## config.mk

```make
export PLATFORM = sky130hd
export DESIGN_NAME = rv_decode_stage_flat
export DESIGN_NICKNAME = d
export VERILOG_FILES = /design/src/rtl/rv_pkg.sv /design/src/rtl/rv_decode_stage_if.sv /design/src/rtl/rv_decode_comb.sv /design/src/rtl/rv_decode_stage.sv /design/src/flat_wrapper.sv
export SDC_FILE = /design/constraint.sdc
export NUM_CORES = 1
export LEC_CHECK = 0
export CAP_MARGIN = 20
export CORE_MARGIN = 8
export CORE_UTILIZATION = 45
export DETAILED_ROUTE_END_ITERATION = 10
export PLACE_DENSITY = 0.77
export RECOVER_POWER = 50
export SLEW_MARGIN = 15
export SYNTH_ARGS = -nofsm -noshare
export SYNTH_HDL_FRONTEND = slang
export SYNTH_HIERARCHICAL = 1
export SYNTH_SLANG_ARGS = --single-unit
```

## constraint.sdc

```tcl
create_clock -name clk -period 6.1 [get_ports clk]
set_input_delay 1.525 -clock clk [delete_from_list [all_inputs] [get_ports clk]]
set_output_delay 1.525 -clock clk [all_outputs]
set_load 0.05 [all_outputs]
```

## src/rtl/rv_pkg.sv

```systemverilog
// rv_pkg: shared opcodes, immediate format enum and decoded bundle for the decode stage
package rv_pkg;
  localparam logic [6:0] OP_LOAD     = 7'b0000011;
  localparam logic [6:0] OP_IMM      = 7'b0010011;
  localparam logic [6:0] OP_JALR     = 7'b1100111;
  localparam logic [6:0] OP_SYSTEM   = 7'b1110011;
  localparam logic [6:0] OP_MISC_MEM = 7'b0001111;
  localparam logic [6:0] OP_STORE    = 7'b0100011;
  localparam logic [6:0] OP_BRANCH   = 7'b1100011;
  localparam logic [6:0] OP_LUI      = 7'b0110111;
  localparam logic [6:0] OP_AUIPC    = 7'b0010111;
  localparam logic [6:0] OP_JAL      = 7'b1101111;
  localparam logic [6:0] OP_OP       = 7'b0110011;
  typedef enum logic [2:0] {
    FMT_NONE = 3'd0,
    FMT_I    = 3'd1,
    FMT_S    = 3'd2,
    FMT_B    = 3'd3,
    FMT_U    = 3'd4,
    FMT_J    = 3'd5
  } imm_fmt_e;
  typedef struct packed {
    logic [6:0]  opcode;
    logic [4:0]  rd;
    logic [4:0]  rs1;
    logic [4:0]  rs2;
    logic [2:0]  funct3;
    logic [6:0]  funct7;
    imm_fmt_e    imm_fmt;
    logic [11:0] imm12;
    logic        illegal;
  } dec_bundle_t;
endpackage

```

## src/rtl/rv_decode_stage_if.sv

```systemverilog
// rv_decode_stage_if: instruction in / decoded bundle out handshake bus plus statistics
interface rv_decode_stage_if #(
  parameter int XLEN  = 32,
  parameter int CNT_W = 16
);
  logic             flush;
  logic             in_valid;
  logic             in_ready;
  logic [XLEN-1:0]  in_instr;
  logic             out_valid;
  logic             out_ready;
  logic [6:0]       out_opcode;
  logic [4:0]       out_rd;
  logic [4:0]       out_rs1;
  logic [4:0]       out_rs2;
  logic [2:0]       out_funct3;
  logic [6:0]       out_funct7;
  logic [2:0]       out_imm_fmt;
  logic [11:0]      out_imm12;
  logic             out_illegal;
  logic [CNT_W-1:0] stat_instr_cnt;
  logic [CNT_W-1:0] stat_illegal_cnt;
  modport master (
    output flush, in_valid, in_instr, out_ready,
    input  in_ready, out_valid, out_opcode, out_rd, out_rs1, out_rs2, out_funct3,
           out_funct7, out_imm_fmt, out_imm12, out_illegal, stat_instr_cnt, stat_illegal_cnt
  );
  modport slave (
    input  flush, in_valid, in_instr, out_ready,
    output in_ready, out_valid, out_opcode, out_rd, out_rs1, out_rs2, out_funct3,
           out_funct7, out_imm_fmt, out_imm12, out_illegal, stat_instr_cnt, stat_illegal_cnt
  );
endinterface

```

## src/rtl/rv_decode_comb.sv

```systemverilog
// rv_decode_comb: pure combinational split of an RV32I word into a decoded bundle
module rv_decode_comb
  import rv_pkg::*;
#(
  parameter int XLEN = 32
) (
  input  logic [XLEN-1:0] instr,
  output dec_bundle_t     dec
);
  // field split, format classification and packed 12-bit immediate selection
  always_comb begin
    dec.opcode  = instr[6:0];
    dec.rd      = instr[11:7];
    dec.rs1     = instr[19:15];
    dec.rs2     = instr[24:20];
    dec.funct3  = instr[14:12];
    dec.funct7  = instr[31:25];
    dec.imm_fmt = FMT_NONE;
    dec.illegal = 1'b0;
    case (instr[6:0])
      OP_LOAD, OP_IMM, OP_JALR, OP_SYSTEM, OP_MISC_MEM: dec.imm_fmt = FMT_I;
      OP_STORE:         dec.imm_fmt = FMT_S;
      OP_BRANCH:        dec.imm_fmt = FMT_B;
      OP_LUI, OP_AUIPC: dec.imm_fmt = FMT_U;
      OP_JAL:           dec.imm_fmt = FMT_J;
      OP_OP:            dec.imm_fmt = FMT_NONE;
      default:          dec.illegal = 1'b1;
    endcase
    dec.imm12 = dec.imm_fmt == FMT_I ? instr[31:20] :
                dec.imm_fmt == FMT_S ? {instr[31:25], instr[11:7]} :
                dec.imm_fmt == FMT_B ? {instr[31], instr[7], instr[30:25], instr[11:8]} : 12'd0;
  end
endmodule

```

## src/rtl/rv_decode_stage.sv

```systemverilog
// rv_decode_stage: registered RV32I decode with skid buffer; RV_DECODE_STATS_EN adds counters
module rv_decode_stage
  import rv_pkg::*;
#(
  parameter int XLEN  = 32,
  parameter int CNT_W = 16
) (
  input logic clk,
  input logic rst,
  rv_decode_stage_if.slave bus
);
  dec_bundle_t dec, m_q, s_q;
  logic m_valid, s_valid;
  logic accept, xfer, m_free;
  rv_decode_comb #(.XLEN(XLEN)) u_dec (.instr(bus.in_instr), .dec(dec));
  assign accept = bus.in_valid & ~s_valid & ~bus.flush;
  assign xfer   = m_valid & bus.out_ready;
  assign m_free = ~m_valid | xfer;
  // main register and valid bits; flush wins, then skid drain, then fresh load
  always_ff @(posedge clk or posedge rst) begin
    if (rst) begin
      m_q     <= '0;
      m_valid <= 1'b0;
      s_valid <= 1'b0;
    end else if (bus.flush) begin
      m_valid <= 1'b0;
      s_valid <= 1'b0;
    end else if (s_valid & xfer) begin
      m_q     <= s_q;
      s_valid <= 1'b0;
    end else if (accept & m_free) begin
      m_q     <= dec;
      m_valid <= 1'b1;
    end else if (accept) begin
      s_valid <= 1'b1;
    end else if (xfer) begin
      m_valid <= 1'b0;
    end
  end
  // skid data only captures when M is held; its contents matter only while s_valid
  always_ff @(posedge clk) begin
    if (accept & ~m_free) s_q <= dec;
  end
  assign bus.in_ready    = ~s_valid;
  assign bus.out_valid   = m_valid;
  assign bus.out_opcode  = m_q.opcode;
  assign bus.out_rd      = m_q.rd;
  assign bus.out_rs1     = m_q.rs1;
  assign bus.out_rs2     = m_q.rs2;
  assign bus.out_funct3  = m_q.funct3;
  assign bus.out_funct7  = m_q.funct7;
  assign bus.out_imm_fmt = m_q.imm_fmt;
  assign bus.out_imm12   = m_q.imm12;
  assign bus.out_illegal = m_q.illegal;
`ifdef RV_DECODE_STATS_EN
  logic [CNT_W-1:0] instr_cnt, illegal_cnt;
  // count accepted instructions and the illegal ones among them, wrapping freely
  always_ff @(posedge clk or posedge rst) begin
    if (rst) begin
      instr_cnt   <= '0;
      illegal_cnt <= '0;
    end else if (accept) begin
      instr_cnt   <= instr_cnt + CNT_W'(1);
      illegal_cnt <= illegal_cnt + CNT_W'(dec.illegal);
    end
  end
  assign bus.stat_instr_cnt   = instr_cnt;
  assign bus.stat_illegal_cnt = illegal_cnt;
`else
  assign bus.stat_instr_cnt   = {CNT_W{1'b0}};
  assign bus.stat_illegal_cnt = {CNT_W{1'b0}};
`endif
endmodule

```

## src/flat_wrapper.sv

```systemverilog
// flat-port wrapper written by rule: the top's interface ports become plain ports
module rv_decode_stage_flat import rv_pkg::*;
#(
  parameter int XLEN  = 32,
  parameter int CNT_W = 16
)
  (clk, rst, bus_flush, bus_in_valid, bus_in_instr, bus_out_ready, bus_in_ready, bus_out_valid, bus_out_opcode, bus_out_rd, bus_out_rs1, bus_out_rs2, bus_out_funct3, bus_out_funct7, bus_out_imm_fmt, bus_out_imm12, bus_out_illegal, bus_stat_instr_cnt, bus_stat_illegal_cnt);
  rv_decode_stage_if #(.XLEN(XLEN), .CNT_W(CNT_W)) bus_i ();
  input logic clk;
  input logic rst;
  input wire logic [$bits(bus_i.flush)-1:0] bus_flush;
  input wire logic [$bits(bus_i.in_valid)-1:0] bus_in_valid;
  input wire logic [$bits(bus_i.in_instr)-1:0] bus_in_instr;
  input wire logic [$bits(bus_i.out_ready)-1:0] bus_out_ready;
  output wire logic [$bits(bus_i.in_ready)-1:0] bus_in_ready;
  output wire logic [$bits(bus_i.out_valid)-1:0] bus_out_valid;
  output wire logic [$bits(bus_i.out_opcode)-1:0] bus_out_opcode;
  output wire logic [$bits(bus_i.out_rd)-1:0] bus_out_rd;
  output wire logic [$bits(bus_i.out_rs1)-1:0] bus_out_rs1;
  output wire logic [$bits(bus_i.out_rs2)-1:0] bus_out_rs2;
  output wire logic [$bits(bus_i.out_funct3)-1:0] bus_out_funct3;
  output wire logic [$bits(bus_i.out_funct7)-1:0] bus_out_funct7;
  output wire logic [$bits(bus_i.out_imm_fmt)-1:0] bus_out_imm_fmt;
  output wire logic [$bits(bus_i.out_imm12)-1:0] bus_out_imm12;
  output wire logic [$bits(bus_i.out_illegal)-1:0] bus_out_illegal;
  output wire logic [$bits(bus_i.stat_instr_cnt)-1:0] bus_stat_instr_cnt;
  output wire logic [$bits(bus_i.stat_illegal_cnt)-1:0] bus_stat_illegal_cnt;
  assign bus_i.flush = bus_flush;
  assign bus_i.in_valid = bus_in_valid;
  assign bus_i.in_instr = bus_in_instr;
  assign bus_i.out_ready = bus_out_ready;
  assign bus_in_ready = bus_i.in_ready;
  assign bus_out_valid = bus_i.out_valid;
  assign bus_out_opcode = bus_i.out_opcode;
  assign bus_out_rd = bus_i.out_rd;
  assign bus_out_rs1 = bus_i.out_rs1;
  assign bus_out_rs2 = bus_i.out_rs2;
  assign bus_out_funct3 = bus_i.out_funct3;
  assign bus_out_funct7 = bus_i.out_funct7;
  assign bus_out_imm_fmt = bus_i.out_imm_fmt;
  assign bus_out_imm12 = bus_i.out_imm12;
  assign bus_out_illegal = bus_i.out_illegal;
  assign bus_stat_instr_cnt = bus_i.stat_instr_cnt;
  assign bus_stat_illegal_cnt = bus_i.stat_illegal_cnt;
  rv_decode_stage #(.XLEN(XLEN), .CNT_W(CNT_W)) u_core (.clk(clk), .rst(rst), .bus(bus_i));
endmodule
```

==> flow_metrics.env, run 1 <==
export IMPL_first_pass_iters=6
export IMPL_period_share_pct=74.4
export IMPL_antenna_left=0
export IMPL_post_cts_buffers=0
export IMPL_wl_met2_um=4700
export IMPL_cts_tree="done"
export IMPL_slew_headroom_pct=-85.0
export IMPL_cts_root_buf="clkbuf_8"
export IMPL_finalHoldViolCount=0
export IMPL_critPathRequiredTime_ns=6.01
export IMPL_htreeDepth=3
export IMPL_cp_max_fo=48
export IMPL_violations="max-capacitance violations, max-slew violations"
export IMPL_drt_wl_total_um=9840
export IMPL_finalPower_w=0.00161
export IMPL_die_area_um2=14400
export IMPL_cts_resized=0
export IMPL_finish_instance_area_um2=5600
export IMPL_numCtsBuffers=9
export IMPL_slowest_delay_ns=1.95
export IMPL_skew_ns=0.0108
export IMPL_grt_pass1_vias=3047
export IMPL_avgSynthCellArea_um2=14.3
export IMPL_wl_met1_um=4440
export IMPL_initial_utilization_pct=45.6
export IMPL_die_h_um=120
export IMPL_dp_hpwl_um=7110
export IMPL_ys_seq_elements=98
export IMPL_power_density_nw_per_um2=288
export IMPL_rows=38
export IMPL_ios=119
export IMPL_finalSetupViolCount=0
export IMPL_rsz0062_at_grt="no"
export IMPL_place_area_um2=5480
export IMPL_via_per_inst=5.07
export IMPL_status="finished, violations left"
export IMPL_max_freq_ghz=0.220
export IMPL_grt_pass1_wl_um=16300
export IMPL_antennaDiodeCount=0
export IMPL_fin_crit_ns=4.54
export IMPL_hold_buffers=0
export IMPL_path_class="primary input to flip-flop"
export IMPL_dr_wl_met3_um=592
export IMPL_tns_ns=0
export IMPL_clk_pin_slew_ns=0.09
export IMPL_finalMaxSlewViolations=100
export IMPL_cap_violations=2
export IMPL_vias=2747
export IMPL_startpoint_type="primary input"
export IMPL_fin_util_pct=52.4
export IMPL_antenna_found_initial=0
export IMPL_yosys_warnings=6
export IMPL_synth_cell_types=38
export IMPL_synthArstFlopShare_pct=51.0
export IMPL_max_slew_worst_pin_slew_ns=2.78
export IMPL_grt_overflow=0
export IMPL_drc=0
export IMPL_clkSinkCount=98
export IMPL_reg2reg_slack_ns=2.75
export IMPL_clkLatencyLatePin_ns=0.35
export IMPL_gp_congestion=0.791
export IMPL_n_fill_cell=923
export IMPL_cp_arrival_ns=4.45
export IMPL_peakVddDrop_mv=0.161
export IMPL_yosysSeqAreaShare_pct=55.2
export IMPL_slowest_stage="clkbuf_1"
export IMPL_wire_per_inst_um=18.2
export IMPL_drtIter0Drc=164
export IMPL_nets=434
export IMPL_synthesis_area_um2=4880
export IMPL_die_w_um=120
export IMPL_drive_gt1_share_pct=25.4
export IMPL_endpoint_kind="flip-flop"
export IMPL_grt_max_degree=51
export IMPL_hold_class="flip-flop to flip-flop"
export IMPL_gr_usage_all_layers_pct=14.0
export IMPL_ys_flop_type="dfrtp_1"
export IMPL_cellLeakagePower_nw=2.27
export IMPL_highest_layer="met4"
export IMPL_port_buffers=86
export IMPL_area_growth_pct=14.9
export IMPL_core_area_um2=10700
export IMPL_clock_path_buffers=2
export IMPL_synth_edff_count=48
export IMPL_synth_cells=342
export IMPL_crit_chain="dlygate4sd3_1 -> nand2b_1 -> nor4b_1 -> clkbuf_1"
critical path, delay by kind of cell:
family	cells	cell delay, ns
buffers and inverters	2	2.50
and+or+nand+nor	2	0.40
layout by cell type (no fill, tap or decap), types with 2 or more instances in the layout:
cell type,instances
a211oi_1,2
a21oi_1,5
a22o_2,6
a22oi_1,6
and3_1,2
buf_4,2
clkbuf_1,6
clkbuf_8,10
clkdlybuf4s50_1,27
clkinv_2,2
conb_1,32
dfrtp_1,50
dlygate4sd3_1,59
edfxtp_1,48
inv_1,9
mux2_1,20
mux2_2,67
mux2_4,9
nand2_1,5
nand3_1,2
nor2_1,3
nor3_1,2
o21ai_0,7
o22ai_1,2
power breakdown:
group | leakage, nW | switching (W) | internal, W | total, W
logic | 1.10 | 0.000314 | 0.000157 | 0.000471
clock network | 0.0834 | 0.000208 | 0.000159 | 0.000366
registers | 1.08 | 0.0000283 | 0.000748 | 0.000776
total | 2.27 | 0.000550 | 0.00106 | 0.00161
cell usage after synthesis (2+ instances only):
| library cell | count | area share (%) |
|---|---|---|
| nor3_1 | 2 | 0.21 |
| nand3_1 | 2 | 0.21 |
| dfrtp_1 | 50 | 26 |
| a22oi_1 | 6 | 0.92 |
| edfxtp_1 | 48 | 30 |
| a22o_2 | 6 | 1.2 |
| nor2_1 | 3 | 0.23 |
| buf_4 | 66 | 10 |
| and3_1 | 2 | 0.26 |
| a211oi_1 | 2 | 0.31 |
| mux2_1 | 20 | 4.6 |
| inv_1 | 10 | 0.77 |
| and2_1 | 2 | 0.26 |
| nand2_1 | 5 | 0.38 |
| mux2_2 | 67 | 15 |
| mux2_4 | 9 | 2.8 |
| o22ai_1 | 2 | 0.26 |
| buf_2 | 4 | 0.41 |
| a21oi_1 | 5 | 0.51 |
| o21ai_0 | 7 | 0.72 |
| buf_6 | 7 | 1.6 |
per-stage QoR:
step	hold WS, ns	setup slack, ns	instances
floorplan	0.555	1.31	373
global placement	0.491	2.30	526
detailed placement	0.492	2.24	526
CTS	0.518	2.62	542
global route	0.527	1.26	542
finish	0.504	1.56	542
cell families (layout without fill, tap and decap cells):
logic type	count (synthesis)	after routing	share of synthesized area (%)
DFF	98	98	55.2
xor gates and xnor gates	2	2	0.359
and+or+nand+nor	24	24	3.21
other	1	32	0.0769
muxes	96	96	22.9
buffers and inverters	88	117	13.3
AOI/OAI and AO/OA	33	33	5.00
cell type report:
type                            instances  area, µm²  area share, %
Multi-Input combinational cell        187       1640           29.3
Timing Repair Buffer                   91        887           15.8
Sequential cell                        98       2690           48.1
Clock buffer                           13        149           2.66
Inverter                               10       37.5          0.670
Clock inverter                          3       17.5          0.313
Tap cell                              140        175           3.13
per-layer routing:
layer,vias up,track usage (%)
met5,-,0
met4,0,4.45
met3,14,3.76
met2,94,22.3
met1,1394,18.3
li1,1245,-
registers in the layout (all words and copies together) (netlist names), 3 cells and up:
signal,flops
u_core/bus.out_rs2,5
u_core/bus.out_imm_fmt,3
u_core/s_q,48
u_core/bus.out_funct3,3
u_core/bus.out_imm12,12
u_core/bus.out_rs1,5
u_core/bus.out_rd,5
u_core/bus.out_funct7,7
u_core/bus.out_opcode,7
path summary, 6_finish.rpt:
check,start,end,depth (start not counted)
min reg2reg,u_core/bus.out_funct7[1],u_core/bus.out_funct7[1],1
min in group asynchronous,rst,u_core/bus.out_rs1[0],3
min,u_core/bus.out_funct7[1],u_core/bus.out_funct7[1],1
max in group asynchronous,rst,u_core/bus.out_imm12[2],3
max reg2reg,u_core/s_valid,u_core/s_q[22],3
max,bus_in_valid,u_core/s_q[22],4
No activity file was read; power rests on OpenSTA's default activity.
==> run 2, diff against run 1 <==
--- a/config.mk
+++ b/config.mk
@@ -9,7 +9,7 @@
 export CORE_MARGIN = 8
 export CORE_UTILIZATION = 45
 export DETAILED_ROUTE_END_ITERATION = 10
-export PLACE_DENSITY = 0.77
+export PLACE_DENSITY = 0.74
 export RECOVER_POWER = 50
 export SLEW_MARGIN = 15
 export SYNTH_ARGS = -nofsm -noshare
==> constraint.sdc (replaced) <==
create_clock -name clk -period 4.5 [get_ports clk]
set_input_delay 1.125 -clock clk [delete_from_list [all_inputs] [get_ports clk]]
set_output_delay 1.125 -clock clk [all_outputs]
set_load 0.05 [all_outputs]
==> flow_metrics.env, run 2 (synthesized netlist as in run 1, its figures left out) <==
export IMPL_reg2reg_depth=3
export IMPL_die_area_um2=14400
export IMPL_hold_slack_ns=0.513
export IMPL_cts_root_buf="clkbuf_8"
export IMPL_clkSinkCount=98
export IMPL_dp_hpwl_um=6880
export IMPL_max_slew_worst_pin_slew_ns=1.30
export IMPL_drt_wl_total_um=9720
export IMPL_initial_utilization_pct=45.6
export IMPL_clock_path_buffers=2
export IMPL_final_cell_mix="mux2_2, clkdlybuf4s50_1, dfrtp_1, edfxtp_1, dlygate4sd3_1"
export IMPL_skew_ns=0.00763
export IMPL_clk_pin_slew_ns=0.09
export IMPL_gp_congestion=0.844
export IMPL_die_h_um=120
export IMPL_via_per_inst=4.95
export IMPL_period_share_pct=72.7
export IMPL_grt_pass1_wl_um=15800
export IMPL_post_cts_buffers=0
export IMPL_gr_usage_all_layers_pct=13.8
export IMPL_power_density_nw_per_um2=400
export IMPL_htreeDepth=3
export IMPL_finalHoldViolCount=0
export IMPL_grt_overflow=0
export IMPL_area_growth_pct=16.5
export IMPL_r2r_start="u_core/s_valid"
export IMPL_antenna_left=0
export IMPL_cap_violations=0
export IMPL_grt_max_degree=49
export IMPL_finalMaxSlewViolations=0
export IMPL_rsz0062_at_grt="no"
export IMPL_clkLatencyLatePin_ns=0.36
export IMPL_nets=434
export IMPL_largest_reg_flops=48
export IMPL_grt_pass1_vias=2909
export IMPL_peakVddDrop_mv=0.209
export IMPL_hold_buffers=0
export IMPL_hold_class="flip-flop to flip-flop"
export IMPL_cp_arrival_ns=3.54
export IMPL_reg2reg_slack_ns=2.15
export IMPL_die_w_um=120
export IMPL_antennaDiodeCount=0
export IMPL_startpoint_type="primary input"
export IMPL_cts_resized=0
export IMPL_endpoint_kind="async pin"
export IMPL_ios=119
export IMPL_max_freq_ghz=0.306
export IMPL_cp_max_fo=29
export IMPL_fin_crit_ns=3.27
export IMPL_reg2reg_to="u_core/s_q[42]"
export IMPL_tns_ns=0
export IMPL_slew_headroom_pct=13.4
export IMPL_port_buffers=86
export IMPL_final_common_cell="mux2_2"
export IMPL_core_area_um2=10700
export IMPL_wire_per_inst_um=17.9
export IMPL_regMostFlops="u_core/s_q"
export IMPL_cellLeakagePower_nw=2.27
export IMPL_drtIter0Drc=171
export IMPL_path_class="primary input to async pin"
export IMPL_crit_start="rst"
export IMPL_hold_path_end="u_core/bus.out_funct7[6]"
export IMPL_cts_tree="done"
export IMPL_drc=0
export IMPL_first_pass_iters=4
export IMPL_status="completed"
export IMPL_min_from="u_core/bus.out_funct7[6]"
export IMPL_numCtsBuffers=9
export IMPL_drive_gt1_share_pct=26.9
export IMPL_min_path_cells=1
export IMPL_critPathRequiredTime_ns=4.77
export IMPL_vias=2684
export IMPL_finalSetupViolCount=0
export IMPL_rows=38
export IMPL_antenna_found_initial=0
[run 2: changes by cell type in the layout (fill, tap and decap cells not counted), moves of 2 or more]
cell / before / now
dlygate4sd3_1: 59 / 35
clkdlybuf4s50_1: 27 / 51
clkbuf_1: 6 / 2
clkinvlp_4: 1 / 3
[run 2: final cells by class]
| cell class | instances | area [µm²] |
|---|---|---|
| Inverter | 10 | 37.5 |
| Multi-Input combinational cell | 187 | 1680 |
| Timing Repair Buffer | 91 | 905 |
| Sequential cell | 98 | 2690 |
| Tap cell | 140 | 175 |
| Fill cell | 929 | 5020 |
| Clock inverter | 6 | 66.3 |
| Clock buffer | 10 | 128 |
[run 2: per-layer routing]
metal / vias up / GRT usage, % / wire length [µm]
met5: - / 0 / 0
met4: 0 / 5.00 / 161
met3: 12 / 3.99 / 545
met2: 84 / 21.8 / 4570
met1: 1337 / 17.8 / 4440
li1: 1251 / - / -
[run 2: through the flow]
stage	util (%)	worst slack, ns	instance area (µm²)	std cells	total power (W)
6_report	53.1	1.23	5680	542	0.00227
5_1_grt	53.1	0.766	5680	542	0.00236
4_1_cts	53.2	1.44	5690	542	0.00230
3_5_place_dp	51.4	1.08	5500	526	0.00174
3_3_place_gp	51.4	1.12	5500	526	0.00173
2_1_floorplan	-	0.106	5000	373	0.00156
[run 2: worst max path at each step]
| stage | end | slack [ns] | cells after the start |
|---|---|---|---|
| detailed placement | u_core/bus.out_imm12[4] | 1.08 | 7 |
| finish | u_core/bus.out_rs2[0] | 1.23 | 3 |
| global route | u_core/bus.out_funct3[0] | 0.77 | 3 |
| CTS | u_core/bus.out_imm12[0] | 1.44 | 7 |
| global placement | u_core/bus.out_imm12[4] | 1.12 | 7 |
| floorplan | u_core/s_q[0] | 0.11 | 2 |
[run 2: critical path: stages]
cell           delay (ns)
dlygate4sd3_1        0.53
inv_1                0.84
clkbuf_1             1.02
[run 2: power by group]
part           switching, W  leakage [nW]  internal (W)  total, W
clock              0.000302        0.0889      0.000258  0.000560
combinational      0.000425          1.11      0.000229  0.000654
sequential        0.0000408          1.08       0.00101   0.00105
total              0.000768          2.27       0.00150   0.00227
==> run 3, diff against run 2 <==
==> constraint.sdc (replaced) <==
create_clock -name clk -period 3.2 [get_ports clk]
set_input_delay 0.8 -clock clk [delete_from_list [all_inputs] [get_ports clk]]
set_output_delay 0.8 -clock clk [all_outputs]
set_load 0.05 [all_outputs]
==> flow_metrics.env, run 3 (synthesized netlist as in run 1, its figures left out) <==
export IMPL_setup_ws_ns=0.403
export IMPL_gp_congestion=0.807
export IMPL_gr_usage_all_layers_pct=13.9
export IMPL_tns_ns=0
export IMPL_antennaDiodeCount=0
export IMPL_dp_cells=527
export IMPL_slowest_stage="clkbuf_2"
export IMPL_finalHoldViolCount=0
export IMPL_grt_pass1_wl_um=15800
export IMPL_rows=38
export IMPL_hold_buffers=0
export IMPL_grt_pass1_vias=2913
export IMPL_cts_tree="done"
export IMPL_port_buffers=86
export IMPL_dp_hpwl_um=6800
export IMPL_drtIter0Drc=219
export IMPL_antenna_found_initial=0
export IMPL_power_density_nw_per_um2=560
export IMPL_final_common_cell="mux2_2"
export IMPL_critPathRequiredTime_ns=3.18
export IMPL_clk_pin_slew_ns=0.10
export IMPL_final_cells=543
export IMPL_path_buf_inv=2
export IMPL_ios=119
export IMPL_htreeDepth=3
export IMPL_finalSetupViolCount=0
export IMPL_first_pass_iters=5
export IMPL_critical_path_top_delay_family="buffers and inverters"
export IMPL_final_cell_mix="mux2_2, clkdlybuf4s50_1, dfrtp_1, edfxtp_1, dlygate4sd3_1"
export IMPL_numCtsBuffers=9
export IMPL_hold_slack_ns=0.513
export IMPL_period_share_pct=87.4
export IMPL_cts_root_buf="clkbuf_8"
export IMPL_crit_chain="dlygate4sd3_1 -> nor4b_4 -> clkbuf_2"
export IMPL_max_freq_ghz=0.357
export IMPL_fin_crit_ns=2.80
export IMPL_finalPower_w=0.00318
export IMPL_cellLeakagePower_nw=2.28
export IMPL_antenna_left=0
export IMPL_hold_class="flip-flop to flip-flop"
export IMPL_cp_max_fo=48
export IMPL_regMostFlops="u_core/s_q"
export IMPL_path_class="primary input to flip-flop"
export IMPL_core_area_um2=10700
export IMPL_slowest_delay_ns=1.03
export IMPL_post_cts_buffers=0
export IMPL_clkSinkCount=98
export IMPL_nets=435
export IMPL_vias=2740
export IMPL_area_growth_pct=16.6
export IMPL_drive_gt1_share_pct=27.0
export IMPL_max_slew_worst_pin_slew_ns=1.36
export IMPL_pre_cts_ws_ns=0.290
export IMPL_wire_per_inst_um=18.4
export IMPL_cts_resized=0
export IMPL_die_h_um=120
export IMPL_clkLatencyLatePin_ns=0.38
export IMPL_endpoint_kind="flip-flop"
export IMPL_die_w_um=120
export IMPL_status="completed"
export IMPL_slew_headroom_pct=9.35
export IMPL_cp_arrival_ns=2.78
export IMPL_skew_ns=0.0177
export IMPL_cap_violations=0
export IMPL_peakVddDrop_mv=0.276
export IMPL_finalMaxSlewViolations=0
export IMPL_die_area_um2=14400
export IMPL_grt_overflow=0
export IMPL_initial_utilization_pct=45.6
export IMPL_via_per_inst=5.05
export IMPL_grt_max_degree=51
export IMPL_startpoint_type="primary input"
export IMPL_largest_reg_flops=48
export IMPL_rsz0062_at_grt="no"
export IMPL_drt_wl_total_um=10000
export IMPL_drc=0
export IMPL_clock_path_buffers=2
## run 3: area by class of cell
class / count / area [µm²]
clock buffers: 10 / 128
clock inverters: 6 / 56.3
fillers: 897 / 5010
inverters: 10 / 37.5
multi-input cells: 187 / 1680
flip-flops and latches: 98 / 2690
well taps: 140 / 175
repair buffers: 92 / 922
## run 3: power breakdown
group	switching (W)	leakage (nW)	total [W]	internal (W)
combinational	0.000603	1.11	0.000928	0.000324
sequential	0.0000575	1.08	0.00148	0.00143
clock	0.000472	0.0913	0.000773	0.000301
## run 3: worst paths after layout
| path | startpoint | to | slack, ns | cells after the start |
|---|---|---|---|---|
| hold reg to reg | u_core/bus.out_rs2[1] | u_core/bus.out_rs2[1] | 0.51 | 1 |
| setup reg to reg | u_core/s_valid | u_core/s_q[33] | 0.78 | 3 |
| min in group asynchronous | rst | u_core/bus.out_funct7[0] | 1.31 | 3 |
| setup / recovery | bus_out_ready | u_core/s_q[33] | 0.40 | 3 |
| max in group asynchronous | rst | u_core/bus.out_rd[1] | 1.08 | 3 |
| hold / removal | u_core/bus.out_rs2[1] | u_core/bus.out_rs2[1] | 0.51 | 1 |
## run 3: per-stage QoR
stage,utilization (%),area (µm²)
2_1_floorplan,-,5010
3_3_place_gp,51.7,5530
3_5_place_dp,51.7,5530
4_1_cts,53.4,5710
5_1_grt,53.2,5690
6_report,53.2,5690
## run 3: metal layers
| metal | wire length, µm | share of wire, % | track usage, % | up-vias |
|---|---|---|---|---|
| met3 | 732 | 7.3 | 3.90 | 19 |
| met4 | 176 | 1.8 | 5.46 | 0 |
| met1 | 4390 | 44 | 17.5 | 1355 |
| li1 | - | - | - | 1250 |
| met5 | 0 | 0 | 0 | - |
| met2 | 4720 | 47 | 22.3 | 116 |
## run 3: worst reg2reg max path: cells and delay by family, from the launching register on
family | cells | cell delay [ns]
simple gates | 2 | 0.52
flops | 1 | 0.46
buf+inv | 1 | 1.03
